<file path="config.mk">
export PLATFORM = sky130hd
export DESIGN_NAME = fifo_wr_arbiter
export DESIGN_NICKNAME = d
export VERILOG_FILES = /design/src/rtl/fifo_wr_arbiter.sv
export SDC_FILE = /design/constraint.sdc
export NUM_CORES = 1
export LEC_CHECK = 0
export CAP_MARGIN = 20
export CORE_MARGIN = 10
export CORE_UTILIZATION = 46
export CTS_BUF_LIST = sky130_fd_sc_hd__clkbuf_2 sky130_fd_sc_hd__clkbuf_4 sky130_fd_sc_hd__clkbuf_8
export CTS_CLUSTER_SIZE = 25
export DETAILED_ROUTE_END_ITERATION = 6
export GPL_ROUTABILITY_DRIVEN = 1
export GPL_TIMING_DRIVEN = 0
export PLACE_DENSITY = 0.87
export SYNTH_ARGS = -nofsm -noshare
export SYNTH_HDL_FRONTEND = slang
export SYNTH_SLANG_ARGS = --single-unit
export TNS_END_PERCENT = 20
</file>
<file path="constraint.sdc">
create_clock -name clk_i -period 3.6 [get_ports clk_i]
set_clock_uncertainty 0.1 [all_clocks]
set_input_delay 0.36 -clock clk_i [delete_from_list [all_inputs] [get_ports clk_i]]
set_output_delay 0.36 -clock clk_i [all_outputs]
set_load 0.02 [all_outputs]
</file>
<file path="src/rtl/fifo_wr_arbiter.sv">
// rtl/fifo_wr_arbiter.sv - round-robin arbiter feeding one synchronous FIFO write port
// Optional burst mode: define FIFO_ARB_BURST_EN to let a grantee keep priority for up
// to MAX_BURST consecutive accepts; undefined gives plain round robin.
module fifo_wr_arbiter #(
  parameter int WIDTH     = 8,
  parameter int NUM_REQ   = 4,
  parameter int DEPTH     = 16,
  parameter int MAX_BURST = 4
) (
  input  logic                       clk_i,
  input  logic                       rst_i,
  input  logic [NUM_REQ-1:0]         req_i,
  input  logic [NUM_REQ*WIDTH-1:0]   data_i,
  output logic [NUM_REQ-1:0]         gnt_o,
  output logic                       fifo_wr_en_o,
  output logic [WIDTH-1:0]           fifo_wdata_o,
  input  logic                       fifo_rd_en_i,
  input  logic                       fifo_full_i,
  input  logic                       fifo_empty_i,
  output logic [$clog2(DEPTH+1)-1:0] count_o,
  output logic                       err_o
);

  localparam int CW = $clog2(DEPTH + 1);
  localparam int PW = $clog2(NUM_REQ);
  localparam logic [CW-1:0] DEPTH_C = CW'(DEPTH);
  localparam logic [CW:0]   DEPTH_X = {1'b0, DEPTH_C};

  typedef enum logic [1:0] {
    IDLE  = 2'd0,
    WRITE = 2'd1,
    STALL = 2'd2
  } state_t;

  state_t             state_q, state_d;
  logic [PW-1:0]      ptr_q, ptr_d;
  logic [PW-1:0]      sel;
  logic [PW-1:0]      ptr_inc;
  logic [NUM_REQ-1:0] sel_oh;
  logic               found;
  logic               space;
  logic               accept;
  logic               rd_eff;
  logic [CW:0]        occ_sum;

  // The word already on the write port counts as occupied; a same-cycle read is not credited.
  assign occ_sum = {1'b0, count_o} + {{CW{1'b0}}, fifo_wr_en_o};
  assign space   = (occ_sum < DEPTH_X) && !fifo_full_i;
  assign rd_eff  = fifo_rd_en_i && !fifo_empty_i;
  assign ptr_inc = (int'(sel) == NUM_REQ - 1) ? '0 : sel + PW'(1);

  // Find the first requester at or after the pointer, wrapping around.
  always_comb begin
    found  = 1'b0;
    sel    = '0;
    for (int i = 0; i < NUM_REQ; i++) begin
      if (!found && req_i[(int'(ptr_q) + i) % NUM_REQ]) begin
        found = 1'b1;
        sel   = PW'((int'(ptr_q) + i) % NUM_REQ);
      end
    end
    sel_oh = NUM_REQ'(1) << sel;
  end

  // Next state and grant: a grant is issued exactly when the arbiter is in (or enters) WRITE.
  always_comb begin
    state_d = state_q;
    case (state_q)
      IDLE: begin
        if (|req_i) state_d = space ? WRITE : STALL;
      end
      WRITE: begin
        if (!(|req_i))  state_d = IDLE;
        else if (!space) state_d = STALL;
      end
      STALL: begin
        if (!(|req_i)) state_d = IDLE;
        else if (space) state_d = WRITE;
      end
      default: state_d = IDLE;
    endcase
    accept = rst_i && found && (state_d == WRITE);
    gnt_o  = accept ? sel_oh : '0;
  end

`ifdef FIFO_ARB_BURST_EN
  localparam int BW = $clog2(MAX_BURST + 1);
  localparam logic [BW-1:0] MAX_BURST_C = BW'(MAX_BURST);

  logic [BW-1:0] burst_q, burst_d, burst_next;
  logic [PW-1:0] ptr_q_inc;

  assign ptr_q_inc = (int'(ptr_q) == NUM_REQ - 1) ? '0 : ptr_q + PW'(1);

  // The grantee keeps the pointer until its burst fills or its request drops; stalls leave it alone.
  always_comb begin
    ptr_d      = ptr_q;
    burst_d    = burst_q;
    burst_next = (sel == ptr_q) ? burst_q + BW'(1) : BW'(1);
    if (accept) begin
      if (burst_next == MAX_BURST_C) begin
        ptr_d   = ptr_inc;
        burst_d = '0;
      end else begin
        ptr_d   = sel;
        burst_d = burst_next;
      end
    end else if ((burst_q != '0) && !req_i[ptr_q]) begin
      ptr_d   = ptr_q_inc;
      burst_d = '0;
    end
  end

  // Burst length register, cleared whenever priority rotates.
  always_ff @(posedge clk_i or negedge rst_i) begin
    if (!rst_i) burst_q <= '0;
    else        burst_q <= burst_d;
  end
`else
  // MAX_BURST only shapes the burst build.
  wire unused_max_burst = (MAX_BURST > 0);

  assign ptr_d = accept ? ptr_inc : ptr_q;
`endif

  // FSM, pointer and registered write port; an in-flight word is dropped by reset.
  always_ff @(posedge clk_i or negedge rst_i) begin
    if (!rst_i) begin
      state_q      <= IDLE;
      ptr_q        <= '0;
      fifo_wr_en_o <= 1'b0;
      fifo_wdata_o <= '0;
    end else begin
      state_q      <= state_d;
      ptr_q        <= ptr_d;
      fifo_wr_en_o <= accept;
      if (accept) fifo_wdata_o <= data_i[int'(sel)*WIDTH +: WIDTH];
    end
  end

  // Shadow occupancy (saturating) and sticky overflow / mismatch error.
  always_ff @(posedge clk_i or negedge rst_i) begin
    if (!rst_i) begin
      count_o <= '0;
      err_o   <= 1'b0;
    end else begin
      if (fifo_wr_en_o && !rd_eff) begin
        if (count_o != DEPTH_C) count_o <= count_o + CW'(1);
      end else if (rd_eff && !fifo_wr_en_o) begin
        if (count_o != '0) count_o <= count_o - CW'(1);
      end
      if ((fifo_wr_en_o && fifo_full_i && !rd_eff) ||
          (fifo_empty_i && (count_o != '0) && !fifo_wr_en_o))
        err_o <= 1'b1;
    end
  end

endmodule

</file>
### Word-level counts from Yosys, hierarchy flattened

Index checks and enable logic that the tools add are counted.

| word-level totals | value |
|---|---|
| input port bits | 41 |
| bits in registers | 19 |
| logic and storage cells | 91 |

| cells by class | value |
|---|---|
| shifts and indexed selects | 2 |
| $lt $le $gt $ge | 5 |
| mux-type cells | 32 |
| add/subtract/negate cells | 7 |
| reductions and logical operators | 30 |
| equal/unequal tests | 6 |
| bitwise operators | 3 |

Operators by type and width:

| cell | number |
|---|---|
| 32-bit by 6-bit indexed part select with 8-bit output | 1 |
| 2-bit two-way mux | 11 |
| 5-bit two-way mux | 4 |
| 1-bit logical AND | 13 |
| 3-bit by 4-bit < comparator with 1-bit output, second input constant | 3 |
| 1-bit two-way mux | 11 |
| 1-bit binary-select mux with 2-bit select | 4 |
| 1-bit logical NOT | 7 |
| 5-bit by 1-bit adder with 6-bit output | 1 |
| 2-bit by 1-bit == test with 1-bit output, second input constant | 3 |
| 6-bit by 5-bit < comparator with 1-bit output, second input constant | 1 |
| 2-bit one-hot mux with 3 select lines | 1 |
| 2-bit OR reduction | 3 |
| 5-bit by 1-bit adder with 5-bit output, second input constant | 1 |
| 5-bit != test, second input constant | 1 |
| 5-bit nonzero test | 1 |
| 5-bit by 1-bit subtractor with 5-bit output, second input constant | 1 |
| 2-bit by 1-bit adder with 2-bit output, second input constant | 2 |
| 2-bit adder, second input constant | 2 |
| 4-bit two-way mux | 1 |
| 2-bit nonzero test | 2 |
| 4-bit OR reduction | 1 |
| 1-bit by 2-bit << shifter with 4-bit output, first input constant | 1 |
| 1-bit bitwise AND, first input constant | 3 |
| 6 further kinds | 6 |

### Logic depth before layout (Yosys ltp)

Gate-level depths: netlist (run 1).

| depth | value |
|---|---|
| word-level depth | 17 |
| mapped depth | 9 |

### Worst setup path after synthesis (run 1)

Ideal clock, no wire load.

| timing | value |
|---|---|
| path type | reg-to-output |
| start | reg count_o[1] |
| end | out gnt_o[0] |
| cell stages (with the launch flop) | 6 |
| setup slack | 1.414 ns |
| arrival | 1.726 ns |
| buffers on the path | 1 |
| cells stage by stage | dfrtp_1 > and3_4 > a311oi_2 > nor3b_4 > buf_6 > and2_1 |

| on the way | value |
|---|---|
| cells in the longest elaborated chain, start to end | 9 |
| elaborated cells on any way between the ends | 13 |
| classes of those cells | add/sub: 1; order compare: 1; eq/ne: 1; mux: 8; reduce/logical: 2 |

Ends and longest elaborated chain:

| item | RTL line | text |
|---|---|---|
| start, declared | 20 | `output logic [$clog2(DEPTH+1)-1:0] count_o,` |
| start signal, assigned | 148 | `if (count_o != DEPTH_C) count_o <= count_o + CW'(1);` |
| start signal, assigned | 150 | `if (count_o != '0) count_o <= count_o - CW'(1);` |
| 5-bit by 1-bit adder with 6-bit output * | 47 | `assign occ_sum = {1'b0, count_o} + {{CW{1'b0}}, fifo_wr_en_o};` |
| 6-bit by 5-bit < comparator with 1-bit output * | 48 | `assign space = (occ_sum < DEPTH_X) && !fifo_full_i;` |
| 1-bit logical AND * | 48 |  |
| 2-bit two-way mux (on tied branches) | 78, 70, 74 |  |
| 2-bit two-way mux (on tied branches) | 77, 70, 73 |  |
| 2-bit one-hot mux with 3 select lines * | 68 | `case (state_q)` |
| 2-bit by 1-bit == test with 1-bit output * | 82 | `accept = rst_i && found && (state_d == WRITE);` |
| 1-bit logical AND * | 82 |  |
| named net accept | 42 | `logic accept;` |
| 4-bit two-way mux * | 83 | `gnt_o = accept ? sel_oh : '0;` |
| end, declared | 14 | `output logic [NUM_REQ-1:0] gnt_o,` |

The timed path passes the listed nets; every way through them passes the cells marked *.

### Final worst setup path (run 1)

| timing | value |
|---|---|
| start | in req_i[3] |
| end | out gnt_o[0] |

| on the way | value |
|---|---|
| cells in the longest elaborated chain, start to end | 15 |
| elaborated cells on any way between the ends | 35 |
| classes of those cells | eq/ne: 1; shift: 1; mux: 24; reduce/logical: 9 |

Ends and longest elaborated chain:

| item | RTL line | text |
|---|---|---|
| start, declared | 12 | `input logic [NUM_REQ-1:0] req_i,` |
| 1-bit binary-select mux with 2-bit select | 57 | `if (!found && req_i[(int'(ptr_q) + i) % NUM_REQ]) begin` |
| 1-bit two-way mux (implied by the code) | 57 |  |
| 1-bit two-way mux | 57 |  |
| 1-bit logical NOT | 57 |  |
| 1-bit logical AND | 57 |  |
| 1-bit two-way mux | 57 |  |
| 1-bit logical NOT | 57 |  |
| 1-bit logical AND | 57 |  |
| 1-bit two-way mux | 57 |  |
| 1-bit logical NOT | 57 |  |
| 1-bit logical AND | 57 |  |
| 1-bit two-way mux | 57 |  |
| 1-bit logical AND (2 in series) | 82 |  |
| 4-bit two-way mux * | 83 |  |

Mark *: on every way between the ends. The rest lies on a longest branch, timed or not. The select of a mux whose other input is x is not followed.

==> results of run 1 <==
## synthesized netlist by cell type (2+ instances only)
| cell type | count |
|---|---|
| and2_1 | 4 |
| mux2i_1 | 16 |
| o21ai_0 | 2 |
| and3_1 | 2 |
| ha_1 | 8 |
| a21o_1 | 2 |
| inv_1 | 6 |
| dfrtp_1 | 19 |
| o221ai_2 | 8 |
| a21oi_1 | 6 |
| nand2_1 | 8 |
| nor2_1 | 4 |
| buf_6 | 2 |
| nor2b_1 | 2 |
| nand2b_1 | 10 |
| xnor2_1 | 5 |
## path summary, 6_finish.rpt
path	start	endpoint	slack, ns	cells past startpoint
worst min register to register	fifo_wdata_o[1]$_DFFE_PN0P_	fifo_wdata_o[1]$_DFFE_PN0P_	0.41	2
worst max-delay path	req_i[3]	gnt_o[0]	0.32	10
worst min-delay path	rst_i	fifo_wdata_o[4]$_DFFE_PN0P_	0.06	1
min in group clk_i	fifo_wdata_o[1]$_DFFE_PN0P_	fifo_wdata_o[1]$_DFFE_PN0P_	0.41	2
worst max register to register	fifo_wr_en_o$_DFF_PN0_	count_o[4]$_DFFE_PN0P_	1.44	8
max in group asynchronous	rst_i	count_o[0]$_DFFE_PN0P_	2.79	1
## worst max-delay path, stage by stage
cell and delay [ns]:
clkdlybuf4s50_1 0.57, nor2b_1 0.09, and3_1 0.19, a211oi_1 0.24, buf_4 0.26, buf_6 0.20
inv_2 0.06, ha_1 0.18, and2_1 0.13, clkdlybuf4s50_1 0.54
## routing by layer
layer  vias up  global-route usage [%]  wire length, um
met5         -                       0                0
met4         0                    6.63               96
met3         8                    3.32              208
met2        29                    25.3             2200
met1       555                    15.2             1430
li1        569                       -                -
## kinds of logic (layout without fill, tap and decap cells)
kind of cell | after synthesis | count (layout)
buf+inv | 10 | 73
flops | 19 | 19
compound gates | 25 | 25
simple gates | 37 | 37
mux | 16 | 16
xor+xnor | 6 | 6
fa+ha+maj | 9 | 9
## area by class of cell
class	instances	area share [%]
buffer	3	1.50
multi-input combinational	93	40.6
clock buffer	3	1.12
inverter	7	1.31
tap	31	1.93
sequential	19	23.7
timing repair buffer	59	29.6
clock inverter	1	0.250
## power breakdown
part	internal [mW]	switching (mW)
clock network	0.0414	0.0679
logic	0.421	0.413
registers	0.303	0.0938
total	0.766	0.575
## flip-flops by register name, indices dropped and copies added (netlist names)
name / flops
count_o: 5
fifo_wr_en_o: 1
ptr_q: 2
fifo_wdata_o: 8
err_o: 1
state_q: 2
## timing repair
| item | in CTS | in global routing |
|---|---|---|
| setup endpoints to repair | 0 | 4 |
| endpoints found under the hold margin | 0 | 0 |
| gates resized for setup | 0 | 1 |
## through the flow
stage	hold WS, ns	std cells	setup WS (ns)	power, mW	cell area, um2
2_1_floorplan	-0.0356	122	1.41	0.926	1350
3_3_place_gp	0.357	212	0.0874	1.20	1980
3_5_place_dp	0.390	212	0.0596	1.24	1980
4_1_cts	0.419	216	0.0566	1.36	2000
5_1_grt	0.122	216	0.237	1.44	2010
6_report	0.0599	216	0.324	1.34	2010
==> reports/metrics.cfg, run 1 <==
[yosys]
yosys.area.top_type=dfrtp_1
synth_edf_count=0
ys_seq_area_share_pct=35.3
yosysTopAreaCellShare_pct=35.3
synth_fp_nets=172
syn_inst=122
syn_avg_cell_area_um2=11.0
yosysWarnings=0
synth_seq_cells=19
synth_mux_area_share_pct=11.9
synth_top_family_by_area=compound AO/OA/AOI/OAI gates
synthFlopType=dfrtp_1
synth_fa_ha_area_share_pct=8.92
synth.area.top_cells=dfrtp_1 (35%), mux2i_1 (12%), o221ai_2 (8.9%), ha_1 (7.4%), nand2b_1 (4.6%)
synth_xor_area_share_pct=3.90
syn_area_mm2=0.00135
yosysUniqueCellTypes=34
synth_compound_area_share_pct=18.0
async_reset_ff_share_pct=100
post_synth_and_or_nand_nor_area_fraction_pct=17.8

[clocking]
cts_setup_buffers=0
htree_levels=1
cts_root_buf=clkbuf_4
cts_tree=yes
clkSlewWorstSetupHoldPaths_ns=0.11
clock-sinks=19
cts.hold.buffers_added=0
cts-buffers-inserted=3
clk_latency_ns=0.29
clockBufferDepth=2

[layout]
final_nets=236
n_fill_cell=212
drive_gt1_share_pct=12.4
syn_to_final_growth_pct=49.0
diodes=0
final_common_cell=clkdlybuf4s50_1
multi_input_area_um2=815
regArea_um2=475
final_cell_mix=clkdlybuf4s50_1 (58), dfrtp_1 (19), mux2i_1 (16)
final_util_pct=72.1

[pwr]
power_per_cell_area_mw_per_mm2=668
irDropWorstVdd_mv=0.527
p_leak_nw=0.857

[sta]
fin_setup_tns_ns=0
hold_viol_final=0
fin_crit_sh_pct=91.0
slew-limit-headroom_pct=40.3
clock.fmax_mhz=305
setup_viol=0
rsz0062_at_grt=false
finalCriticalPeriod_ns=3.28
drv_slew=0
tightest_slew_ns=0.894

[job]
maxCapViolations=0

[die]
die_area_mm2=0.00549
rows=19
core_area_mm2=0.00278
ios=60
die_y_um=74.1
die_w_um=74.1
start_util_pct=48.4

[critical_path]
crit_type=primary input to primary output
worst_ep_arrival_time_ns=2.82
start_kind=primary input
crit_required_ns=3.14
worstPathMaxFanout=11
endpoint_kind=primary output

[route]
viasPerCell=5.38
final_antenna_net_count=0
dr.pass1.iters=4
drt_iter0_markers=65
wire_per_inst_um=18.2
vias=1161
wirelength_um=3940
drc=0

[global_routing]
grt-ovfl-total=0
grt_max_degree=21
grt_first_pass_wirelength_um=6130
antenna_found_initial=0
track_usage_pct=14.1
grt_pass1_vias=1282

[outcome]
outcome=finished clean

[placed_design]
place.gp.congestion=0.794
port_buffers=59
hpwl_um=3310

[worst_hold_path]
hp-class=primary input to async pin

(Power assumes the default switching activity.)
==> run 2, diff against run 1 <==
--- a/config.mk
+++ b/config.mk
@@ -13,7 +13,7 @@
 export DETAILED_ROUTE_END_ITERATION = 6
 export GPL_ROUTABILITY_DRIVEN = 1
 export GPL_TIMING_DRIVEN = 0
-export PLACE_DENSITY = 0.87
+export PLACE_DENSITY = 0.95
 export SYNTH_ARGS = -nofsm -noshare
 export SYNTH_HDL_FRONTEND = slang
 export SYNTH_SLANG_ARGS = --single-unit
==> run 2 against run 1 <==
- cell count is the same
- combinational power shrank 2%
- non-clock buffer count is the same
- sequential share of layout area is essentially flat
- design area grew 0.13%
- maximum frequency grew 1.6%
- highest routed layer unchanged
==> reports/metrics.cfg, run 2 (synthesis gave the netlist of run 1 again) <==
[critical_path]
crit_end=gnt_o[0]  ; unchanged
cp_slowest_stage_delay_ns=0.55  ; was 0.57 ns
r2r_slack_ns=1.46  ; was 1.44 ns
reg2reg_depth=8  ; unchanged
path_cells=clkdlybuf4s50_1 > nor2b_1 > and3_1 > a211oi_1 > buf_4 > buf_6 > inv_2 > ha_1 > and2_1 > clkdlybuf4s50_1  ; unchanged
worst_r2r_endpoint=count_o[4]$_DFFE_PN0P_  ; unchanged
rr_startpoint=fifo_wr_en_o$_DFF_PN0_  ; unchanged
worstPathMaxFanout=11  ; unchanged
critPathMostFrequentCell=clkdlybuf4s50_1  ; unchanged
critPathTopFamily=buffers and inverters  ; unchanged
worst_ep_arrival_time_ns=2.76  ; was 2.82 ns
timing.critical_path.buf_inv=5  ; unchanged
crit_start=req_i[3]  ; unchanged
crit_required_ns=3.14  ; about the same
cp.depth=10  ; unchanged
crit_type=primary input to primary output  ; unchanged
endpoint_kind=primary output  ; unchanged
slowest_stage=clkdlybuf4s50_1  ; unchanged
start_kind=primary input  ; unchanged

[clocking]
cts_tree=yes  ; unchanged
clkSlewWorstSetupHoldPaths_ns=0.11  ; about the same
clockBufferDepth=2  ; unchanged
cts-buffers-inserted=3  ; unchanged
clock-sinks=19  ; unchanged
htree_levels=1  ; unchanged
cts_setup_buffers=0  ; unchanged
clk_latency_ns=0.29  ; about the same
cts_root_buf=clkbuf_4  ; unchanged

[route]
vias=1151  ; was 1,161
dr.pass1.iters=4  ; unchanged
wirelength_um=3700  ; was 3940 um
final_antenna_net_count=0  ; unchanged
wire_per_inst_um=17.1  ; was 18.2 um
drc=0  ; unchanged
drt_iter0_markers=22  ; was 65
viasPerCell=5.33  ; was 5.38

[layout]
n_fill_cell=211  ; was 212
multi_input_area_um2=815  ; unchanged
final_nets=236  ; unchanged
regArea_um2=475  ; unchanged
final_common_cell=clkdlybuf4s50_1  ; unchanged
final_util_pct=72.2  ; was 72.1%
diodes=0  ; unchanged
largestRegisters=fifo_wdata_o: 8 flops, count_o: 5 flops  ; unchanged
fin_area_mm2=0.00201  ; about the same
fin_cells=216  ; unchanged
drive_gt1_share_pct=12.4  ; unchanged
syn_to_final_growth_pct=49.2  ; was 49.0%
final_cell_mix=clkdlybuf4s50_1 (58), dfrtp_1 (19), mux2i_1 (16)  ; unchanged
regMostFlops=fifo_wdata_o  ; unchanged
largest_reg_flops=8  ; unchanged

[sta]
tightest_slew_ns=0.897  ; was 0.894 ns
finalCriticalPeriod_ns=3.22  ; was 3.28 ns
fin_setup_tns_ns=0  ; unchanged
clock.fmax_mhz=310  ; was 305 MHz
hold_viol_final=0  ; unchanged
setup_viol=0  ; unchanged
worst_slack_ns=0.376  ; was 0.324 ns
hold_slack_ns=0.0717  ; was 0.0599 ns
rsz0062_at_grt=false  ; unchanged
drv_slew=0  ; unchanged
slew-limit-headroom_pct=40.1  ; was 40.3%
fin_crit_sh_pct=89.6  ; was 91.0%

[die]
die_w_um=74.1  ; unchanged
start_util_pct=48.4  ; unchanged
die_y_um=74.1  ; unchanged
die_area_mm2=0.00549  ; unchanged
core_area_mm2=0.00278  ; unchanged
rows=19  ; unchanged
ios=60  ; unchanged

[outcome]
outcome=finished clean  ; unchanged

[placed_design]
dp_worst_setup_slack_ns=0.0787  ; was 0.0596 ns
place.gp.congestion=0.818  ; was 0.794
place_area_mm2=0.00198  ; unchanged
hpwl_um=3110  ; was 3310 um
dpl.cell_count=212  ; unchanged
port_buffers=59  ; unchanged

[pwr]
fin_total_pwr_mw=1.33  ; was 1.34 mW
power_per_cell_area_mw_per_mm2=663  ; was 668 mW/mm2
p_leak_nw=0.858  ; was 0.857 nW
irDropWorstVdd_mv=0.550  ; was 0.527 mV

[job]
maxCapViolations=0  ; unchanged

[global_routing]
groute.layer.met2.usage_pct=23.9  ; was 25.3%
grt-ovfl-total=0  ; unchanged
grt_use_met3_pct=4.39  ; was 3.32%
grt_max_degree=21  ; unchanged
track_usage_pct=13.8  ; was 14.1%
grt_pass1_vias=1244  ; was 1,282
use_met1_pct=15.4  ; was 15.2%
antenna_found_initial=0  ; unchanged
busiest_layer=met2  ; unchanged
grt_first_pass_wirelength_um=6030  ; was 6130 um

[worst_hold_path]
hp-class=primary input to async pin  ; unchanged

[run 2: cell count changes in the layout (fill, tap and decap cells not counted)]
| cell | previous run | this run |
|---|---|---|
| clkinv_2 | 1 | 0 |
| clkbuf_4 | 3 | 4 |
[run 2: final cells by class]
type / count / share of cell area [%]
clock buffer: 4 / 1.50
inverter: 7 / 1.31
sequential: 19 / 23.7
multi-input combinational: 93 / 40.6
timing repair buffer: 59 / 29.5
buffer: 3 / 1.50
tap: 31 / 1.93
[run 2: worst register-to-register path, stage by stage, from the launching register on]
cell	delay, ns
dfrtp_1	0.44
ha_1	0.21
inv_1	0.12
fa_1	0.42
a21o_1	0.20
a21oi_1	0.18
xnor2_1	0.14
nand2_1	0.08
xnor2_1	0.14
[run 2: repair_timing]
item	CTS	global route
resized for setup	0	1
setup endpoints to repair	0	4
hold buffers	0	0
[run 2: where the power goes]
part | switching [mW] | internal, mW | total [mW]
combinational | 0.400 | 0.419 | 0.820
sequential | 0.0938 | 0.303 | 0.397
clock | 0.0640 | 0.0506 | 0.115
total | 0.558 | 0.773 | 1.33
[run 2: how the worst min path moves through the flow]
stage / startpoint / end / cells past startpoint
final: rst_i / fifo_wdata_o[3]$_DFFE_PN0P_ / 1
after global routing: rst_i / state_q[0]$_DFF_PN0_ / 1
after CTS: err_o$_DFFE_PN0P_ / err_o$_DFFE_PN0P_ / 2
after detailed placement: err_o$_DFFE_PN0P_ / err_o$_DFFE_PN0P_ / 2
after global placement: err_o$_DFFE_PN0P_ / err_o$_DFFE_PN0P_ / 2
after floorplan: rst_i / count_o[0]$_DFFE_PN0P_ / 0
[run 2: layer usage]
metal | up-vias | part of all wire (%)
li1 | 568 | -
met1 | 552 | 37
met2 | 27 | 55
met3 | 4 | 6.5
met4 | 0 | 1.0
met5 | - | 0
==> run 3, diff against run 2 <==
--- a/config.mk
+++ b/config.mk
@@ -14,6 +14,7 @@
 export GPL_ROUTABILITY_DRIVEN = 1
 export GPL_TIMING_DRIVEN = 0
 export PLACE_DENSITY = 0.95
+export SLEW_MARGIN = 20
 export SYNTH_ARGS = -nofsm -noshare
 export SYNTH_HDL_FRONTEND = slang
 export SYNTH_SLANG_ARGS = --single-unit
==> results of run 3 <==
The final DEF is identical to that of run 2; final timing and power are the same.
